[src/rtl/points_frame_sequencer_pkg.sv]
// Shared definitions for the points frame sequencer.
//   MAX_POINTS : number of finder point slots captured per frame
//   HEADER     : first byte of every packet
//   IDX_W      : width of the in-packet byte index
//   state_e    : packet FSM states
package points_frame_sequencer_pkg;

  localparam int         MAX_POINTS = 4;
  localparam logic [7:0] HEADER     = 8'hA5;
  localparam int         PKT_MAX    = 4 + 4 * MAX_POINTS;
  localparam int         IDX_W      = $clog2(PKT_MAX);
  localparam int         NUM_W      = $clog2(MAX_POINTS + 1);
  localparam int         PT_W       = $clog2(MAX_POINTS);

  typedef enum logic [1:0] {
    IDLE = 2'd0,
    SEND = 2'd1,
    SUM  = 2'd2
  } state_e;

  // The finder may report more points than there are slots; only the
  // captured slots are ever sent.
  function automatic logic [NUM_W-1:0] clamp_num(input logic [15:0] num);
    if (num > 16'(MAX_POINTS)) return NUM_W'(MAX_POINTS);
    else                       return num[NUM_W-1:0];
  endfunction

endpackage

[src/rtl/pfs_edge_detect.sv]
// VS edge detector.
//   clk_i, rst_n_i : clock, async active-low reset
//   vs_i           : vertical sync (already synchronous to clk_i)
//   rise_o, fall_o : single-cycle combinational edge strobes
module pfs_edge_detect (
  input  logic clk_i,
  input  logic rst_n_i,
  input  logic vs_i,
  output logic rise_o,
  output logic fall_o
);

  logic vs_q;

  always_ff @(posedge clk_i or negedge rst_n_i) begin
    if (!rst_n_i) vs_q <= 1'b0;
    else          vs_q <= vs_i;
  end

  assign rise_o = vs_i & ~vs_q;
  assign fall_o = ~vs_i & vs_q;

endmodule

[src/rtl/points_frame_sequencer.sv]
// Frame-level controller for the multi-point finder.
// Clears the finder at start of frame, snapshots its points at end of
// frame and streams the snapshot as a byte packet over valid/ready.
//   CLK, RESET_N          : clock, async active-low reset
//   VGA_VS                : vertical sync, high during active frame
//   i_ENABLE              : capture enable, sampled at VS fall
//   i_POINTS_H/V_0..3     : finder point coordinates
//   i_POINTS_NUM          : finder point count
//   i_TX_READY            : downstream accepts byte
//   o_FINDER_CLR          : one-cycle clear pulse to the finder
//   o_TX_DATA/o_TX_VALID  : packet byte stream
//   o_BUSY                : packet in flight
//   o_FRAME_CNT           : enabled end-of-frame count (wraps)
//   o_DROP_CNT            : frames dropped while busy (saturates)
//
// state | meaning
// IDLE  | no packet in flight, waiting for an accepted VS fall
// SEND  | presenting header / count / n / coordinate byte at idx_q
// SUM   | presenting checksum byte
module points_frame_sequencer
  import points_frame_sequencer_pkg::*;
(
  input  logic        CLK,
  input  logic        RESET_N,
  input  logic        VGA_VS,
  input  logic        i_ENABLE,
  input  logic [15:0] i_POINTS_H_0,
  input  logic [15:0] i_POINTS_H_1,
  input  logic [15:0] i_POINTS_H_2,
  input  logic [15:0] i_POINTS_H_3,
  input  logic [15:0] i_POINTS_V_0,
  input  logic [15:0] i_POINTS_V_1,
  input  logic [15:0] i_POINTS_V_2,
  input  logic [15:0] i_POINTS_V_3,
  input  logic [15:0] i_POINTS_NUM,
  input  logic        i_TX_READY,
  output logic        o_FINDER_CLR,
  output logic [7:0]  o_TX_DATA,
  output logic        o_TX_VALID,
  output logic        o_BUSY,
  output logic [7:0]  o_FRAME_CNT,
  output logic [7:0]  o_DROP_CNT
);

  logic vs_rise, vs_fall;

  pfs_edge_detect u_edge (
    .clk_i   (CLK),
    .rst_n_i (RESET_N),
    .vs_i    (VGA_VS),
    .rise_o  (vs_rise),
    .fall_o  (vs_fall)
  );

  state_e            state_q, state_d;
  logic [IDX_W-1:0]  idx_q, idx_d;
  logic [7:0]        sum_q, sum_d;
  logic [15:0]       snap_h_q [MAX_POINTS];
  logic [15:0]       snap_v_q [MAX_POINTS];
  logic [NUM_W-1:0]  snap_n_q;
  logic [7:0]        snap_cnt_q;
  logic [7:0]        frame_cnt_q;
  logic [7:0]        drop_cnt_q;
  logic              clr_q;

  logic [15:0]       in_h [MAX_POINTS];
  logic [15:0]       in_v [MAX_POINTS];

  assign in_h[0] = i_POINTS_H_0;
  assign in_h[1] = i_POINTS_H_1;
  assign in_h[2] = i_POINTS_H_2;
  assign in_h[3] = i_POINTS_H_3;
  assign in_v[0] = i_POINTS_V_0;
  assign in_v[1] = i_POINTS_V_1;
  assign in_v[2] = i_POINTS_V_2;
  assign in_v[3] = i_POINTS_V_3;

  logic             xfer;
  logic             fall_en;
  logic             accept;
  logic [IDX_W-1:0] last_idx;

  assign xfer    = o_TX_VALID & i_TX_READY;
  assign fall_en = vs_fall & i_ENABLE;
  // A new frame may start in the same cycle the checksum leaves, so the
  // next packet follows with no idle gap.
  assign accept  = fall_en & ((state_q == IDLE) | ((state_q == SUM) & xfer));
  // Index of the last byte sent from SEND: n byte at 2, then 4 per point.
  assign last_idx = IDX_W'({snap_n_q, 2'b00}) + IDX_W'(2);

  // Byte mux: coordinate bytes start at index 3, four per point.
  logic [PT_W+1:0] coord_off;
  logic [PT_W-1:0] pt;
  logic [15:0]     coord_h, coord_v;
  logic [7:0]      tx_byte;

  assign coord_off = (PT_W + 2)'(idx_q - IDX_W'(3));
  assign pt        = coord_off[PT_W+1:2];
  assign coord_h   = snap_h_q[pt];
  assign coord_v   = snap_v_q[pt];

  always_comb begin
    tx_byte = 8'h00;
    if (idx_q == IDX_W'(0))      tx_byte = HEADER;
    else if (idx_q == IDX_W'(1)) tx_byte = snap_cnt_q;
    else if (idx_q == IDX_W'(2)) tx_byte = 8'(snap_n_q);
    else begin
      case (coord_off[1:0])
        2'd0:    tx_byte = coord_h[15:8];
        2'd1:    tx_byte = coord_h[7:0];
        2'd2:    tx_byte = coord_v[15:8];
        default: tx_byte = coord_v[7:0];
      endcase
    end
  end

  always_comb begin
    state_d = state_q;
    idx_d   = idx_q;
    sum_d   = sum_q;
    case (state_q)
      IDLE: begin
        if (accept) begin
          state_d = SEND;
          idx_d   = '0;
          sum_d   = 8'h00;
        end
      end
      SEND: begin
        if (xfer) begin
          if (idx_q != IDX_W'(0)) sum_d = sum_q + tx_byte;
          if (idx_q == last_idx) state_d = SUM;
          else                   idx_d   = idx_q + IDX_W'(1);
        end
      end
      SUM: begin
        if (xfer) begin
          if (accept) begin
            state_d = SEND;
            idx_d   = '0;
            sum_d   = 8'h00;
          end else begin
            state_d = IDLE;
          end
        end
      end
      default: state_d = IDLE;
    endcase
  end

  always_ff @(posedge CLK or negedge RESET_N) begin
    if (!RESET_N) begin
      state_q <= IDLE;
      idx_q   <= '0;
      sum_q   <= 8'h00;
    end else begin
      state_q <= state_d;
      idx_q   <= idx_d;
      sum_q   <= sum_d;
    end
  end

  always_ff @(posedge CLK or negedge RESET_N) begin
    if (!RESET_N) begin
      for (int k = 0; k < MAX_POINTS; k++) begin
        snap_h_q[k] <= 16'h0000;
        snap_v_q[k] <= 16'h0000;
      end
      snap_n_q   <= '0;
      snap_cnt_q <= 8'h00;
    end else if (accept) begin
      for (int k = 0; k < MAX_POINTS; k++) begin
        snap_h_q[k] <= in_h[k];
        snap_v_q[k] <= in_v[k];
      end
      snap_n_q   <= clamp_num(i_POINTS_NUM);
      snap_cnt_q <= frame_cnt_q;
    end
  end

  always_ff @(posedge CLK or negedge RESET_N) begin
    if (!RESET_N) begin
      frame_cnt_q <= 8'h00;
      drop_cnt_q  <= 8'h00;
      clr_q       <= 1'b0;
    end else begin
      clr_q <= vs_rise;
      if (fall_en) frame_cnt_q <= frame_cnt_q + 8'd1;
      if (fall_en && !accept && drop_cnt_q != 8'hFF) drop_cnt_q <= drop_cnt_q + 8'd1;
    end
  end

  assign o_TX_VALID   = (state_q != IDLE);
  assign o_BUSY       = (state_q != IDLE);
  assign o_TX_DATA    = (state_q == SEND) ? tx_byte :
                        (state_q == SUM)  ? sum_q   : 8'h00;
  assign o_FINDER_CLR = clr_q;
  assign o_FRAME_CNT  = frame_cnt_q;
  assign o_DROP_CNT   = drop_cnt_q;

endmodule
[config.mk]
export PLATFORM = sky130hd
export DESIGN_NAME = points_frame_sequencer
export DESIGN_NICKNAME = d
export VERILOG_FILES = /design/src/rtl/points_frame_sequencer_pkg.sv /design/src/rtl/pfs_edge_detect.sv /design/src/rtl/points_frame_sequencer.sv
export SDC_FILE = /design/constraint.sdc
export NUM_CORES = 1
export LEC_CHECK = 0
export BUFFER_PORTS_ARGS = -buffer_cell sky130_fd_sc_hd__buf_2
export CORE_MARGIN = 5
export CORE_UTILIZATION = 40
export DETAILED_ROUTE_END_ITERATION = 7
export PLACE_DENSITY = 0.66
export SYNTH_ARGS = -nofsm -noshare
export SYNTH_HDL_FRONTEND = slang
export SYNTH_SLANG_ARGS = --single-unit
[constraint.sdc]
create_clock -name CLK -period 7.1 [get_ports CLK]
set_clock_uncertainty 0.1 [all_clocks]
set_input_delay 1.42 -clock CLK [delete_from_list [all_inputs] [get_ports CLK]]
set_output_delay 1.42 -clock CLK [all_outputs]
set_load 0.02 [all_outputs]
==> out/results.ini <==
[power_and_ir_drop]
powerDensity_nw_per_um2=467
leakagePower_nw=5.41
pwr-share-clk_pct=17.2
ir_drop_mv=0.177
p_int_mw=2.96
p_sw_mw=2.24
p_seq_share_pct=35.8
combPwrFrac_pct=47.0
p_sw_share_pct=43.2

[clocking]
clockBufferDepth=2
numCtsBuffers=17
clk_pin_slew_ns=0.07
htree_num_levels=4
cts-root-buf=clkbuf_16
cts_setup_buffers=0
tritoncts=done
ctsResizeCount=0
clock-sinks=172
cts_hold_buf=0
insertion_delay_ns=0.42

[setup_path]
start_kind=flip-flop
crit_required_ns=5.58
crit_fanout=18
path_class=flip-flop to output port
cp-end-kind=output port
arrival_ns=4.20

[synthesis]
synth_fp_nets=1200
yosysSeqAreaShare_pct=45.4
ys_ff_latch=172
synth_area_um2=9480
netlist_top_cells_area=dfrtp_1, nand2_1, mux2_2
synth_edf_count=0
yosysWarnings=0
synthArstFlopShare_pct=100
netlist.top_cell.by_area=dfrtp_1
yosysUniqueCellTypes=74
avgSynthCellArea_um2=9.15
netlist.area_leader.share_pct=45.4
synthFlopType=dfrtp_1
postSynthCellCount=1035

[drt]
avgViaCountPerCell=5.39
drtIter0Drc=628
drtAntennaViolNets=0
drtPass1Iterations=8
drc=0
vias=8123
avgRoutedWirePerCell_um=18.1
wl_mm=27.3

[timing]
fmax_ghz=0.175
drv_slew=0
finalCritPeriodShare_pct=80.5
finalSetupTns_ns=0
max_slew_margin_pct=22.1
worst_slew_pin_slew_ns=1.16
rsz0062_at_grt=no
min_period_ns=5.72
setup_viol=0
hold_violations=0

[placement]
io_buffers=175
gp_congestion=0.916
dpl.hpwl_mm=19.9

[outcome]
status=finished clean

[final_layout]
num-nets-final=1341
syn_to_final_growth_pct=17.6
insertedDiodeCount=0
final_util_pct=47.6
multi_input_area_um2=4840
drive_gt1_share_pct=24.5
seq_area_um2=4300
fill_cells=2335

[worst_hold_path]
hold_path_class=flip-flop to flip-flop

[die]
die_h_um=164
rows=56
ios=176
dieWidth_um=164
dieArea_um2=26900
initial_core_util_pct=40.5
coreArea_um2=23400

[global_routing]
antenna_found_initial=0
grt_overflow=0
grt_max_degree=102
grt_pass1_wl_mm=43.1
grt.total_usage_pct=20.4
grt_pass1_vias=7979

[run]
timing.max_cap.violations=0

## final cells by class
cell class	instances	area share (%)
sequential	172	38.6
multi-input combinational	781	43.4
timing repair buffer	188	8.79
clock inverter	12	1.02
tap	319	3.58
clock buffer	20	4.01
inverter	16	0.539
## cell families (layout without fill, tap and decap cells)
kind of cell / Yosys count / after routing / share of synthesized area [%]
AOI/OAI and AO/OA: 181 / 181 / 13.9
xor gates and xnor gates: 27 / 27 / 2.50
adders and majority gates: 16 / 16 / 2.19
buffers and inverters: 82 / 236 / 3.74
DFF: 172 / 172 / 45.4
muxes: 93 / 93 / 11.7
and+or+nand+nor: 464 / 464 / 20.6
## state kept, by name (all words and copies together), names as in the netlist, 2 cells and up
name	flops
idx_q	5
o_DROP_CNT	8
o_FRAME_CNT	8
snap_cnt_q	8
snap_h_q	64
snap_n_q	3
snap_v_q	64
state_q	2
sum_q	8
## synth_stat cells (6+ instances only)
library cell	instances
xor2_1	9
xnor2_1	18
dfrtp_1	172
mux4_2	8
a22o_1	12
nor2b_1	9
nand2b_1	8
and2_1	6
a21o_1	8
nand4_1	8
a31oi_1	9
clkbuf_1	47
buf_2	10
o221ai_1	6
a221oi_1	8
a21oi_1	33
inv_1	15
ha_1	15
o21ai_0	28
nand3_1	19
mux2i_1	32
nor2_1	19
nand2_1	363
a22oi_1	21
mux2_2	52
## per-stage QoR
stage                     hold WS [ns]  total power [mW]  setup slack [ns]  instances  cell area [µm²]
after floorplan                  0.302              3.52              2.96       1035             9480
after global placement           0.313              4.23              1.97       1476            10600
after detailed placement         0.320              4.28              1.94       1476            10600
after CTS                        0.324              5.20              1.46       1508            11100
after global routing             0.338              5.56              1.11       1508            11100
final                            0.325              5.20              1.38       1508            11100
## power by group through the flow
stage | Combinational (mW) | Sequential (mW) | Clock [mW]
floorplan | 1.83 | 1.69 | 0
global route | 2.69 | 1.91 | 0.959
global placement | 2.37 | 1.85 | 0
finish | 2.44 | 1.86 | 0.896
detailed placement | 2.41 | 1.86 | 0
CTS | 2.43 | 1.85 | 0.919
## critical path: stages, from the launching register on
cell,delay (ns)
dfrtp_1,0.60
ha_2,0.52
nand2b_1,0.16
o21ai_1,0.81
a222oi_1,0.31
a211o_1,0.37
a311oi_1,0.59
a22o_1,0.25
buf_2,0.17
## placed cells by master (no fill, tap or decap), types with 5 or more instances in the layout
| cell type | count |
|---|---|
| nand2b_1 | 8 |
| nand4_1 | 8 |
| inv_1 | 15 |
| a21oi_1 | 33 |
| buf_4 | 13 |
| xnor2_1 | 18 |
| xor2_1 | 9 |
| mux4_2 | 8 |
| nor2_1 | 19 |
| a22oi_1 | 21 |
| a31oi_1 | 9 |
| a22o_1 | 12 |
| nor3_1 | 5 |
| o21ai_0 | 28 |
| mux2i_1 | 32 |
| o22a_1 | 5 |
| nand2_1 | 362 |
| o221ai_1 | 6 |
| a221oi_1 | 8 |
| and2_1 | 6 |
| nor2b_1 | 9 |
| a21o_1 | 8 |
| mux2_2 | 52 |
| clkbuf_16 | 17 |
| ha_1 | 14 |
| dfrtp_1 | 172 |
| nand3_1 | 19 |
| buf_2 | 174 |
## worst paths after layout
check | slack, ns | endpoint | cells past startpoint | startpoint
min in group asynchronous | 0.80 | snap_v_q[47]$_DFFE_PN0P_ | 1 | RESET_N
min | 0.33 | o_FINDER_CLR$_DFF_PN0_ | 1 | u_edge.vs_q$_DFF_PN0_
max reg2reg | 1.81 | sum_q[7]$_DFFE_PN0P_ | 13 | idx_q[1]$_DFFE_PN0P_
max | 1.38 | o_TX_DATA[1] | 8 | idx_q[1]$_DFFE_PN0P_
max in group asynchronous | 4.92 | o_FRAME_CNT[4]$_DFFE_PN0P_ | 2 | RESET_N
min reg2reg | 0.33 | o_FINDER_CLR$_DFF_PN0_ | 1 | u_edge.vs_q$_DFF_PN0_
## layer usage
| metal | part of all wire [%] | global-route usage, % |
|---|---|---|
| met2 | 45 | 31.6 |
| met5 | 0 | 0 |
| met4 | 2.0 | 5.64 |
| met3 | 6.7 | 3.71 |
| met1 | 46 | 29.5 |
No activity file was read; power rests on OpenSTA's default activity.
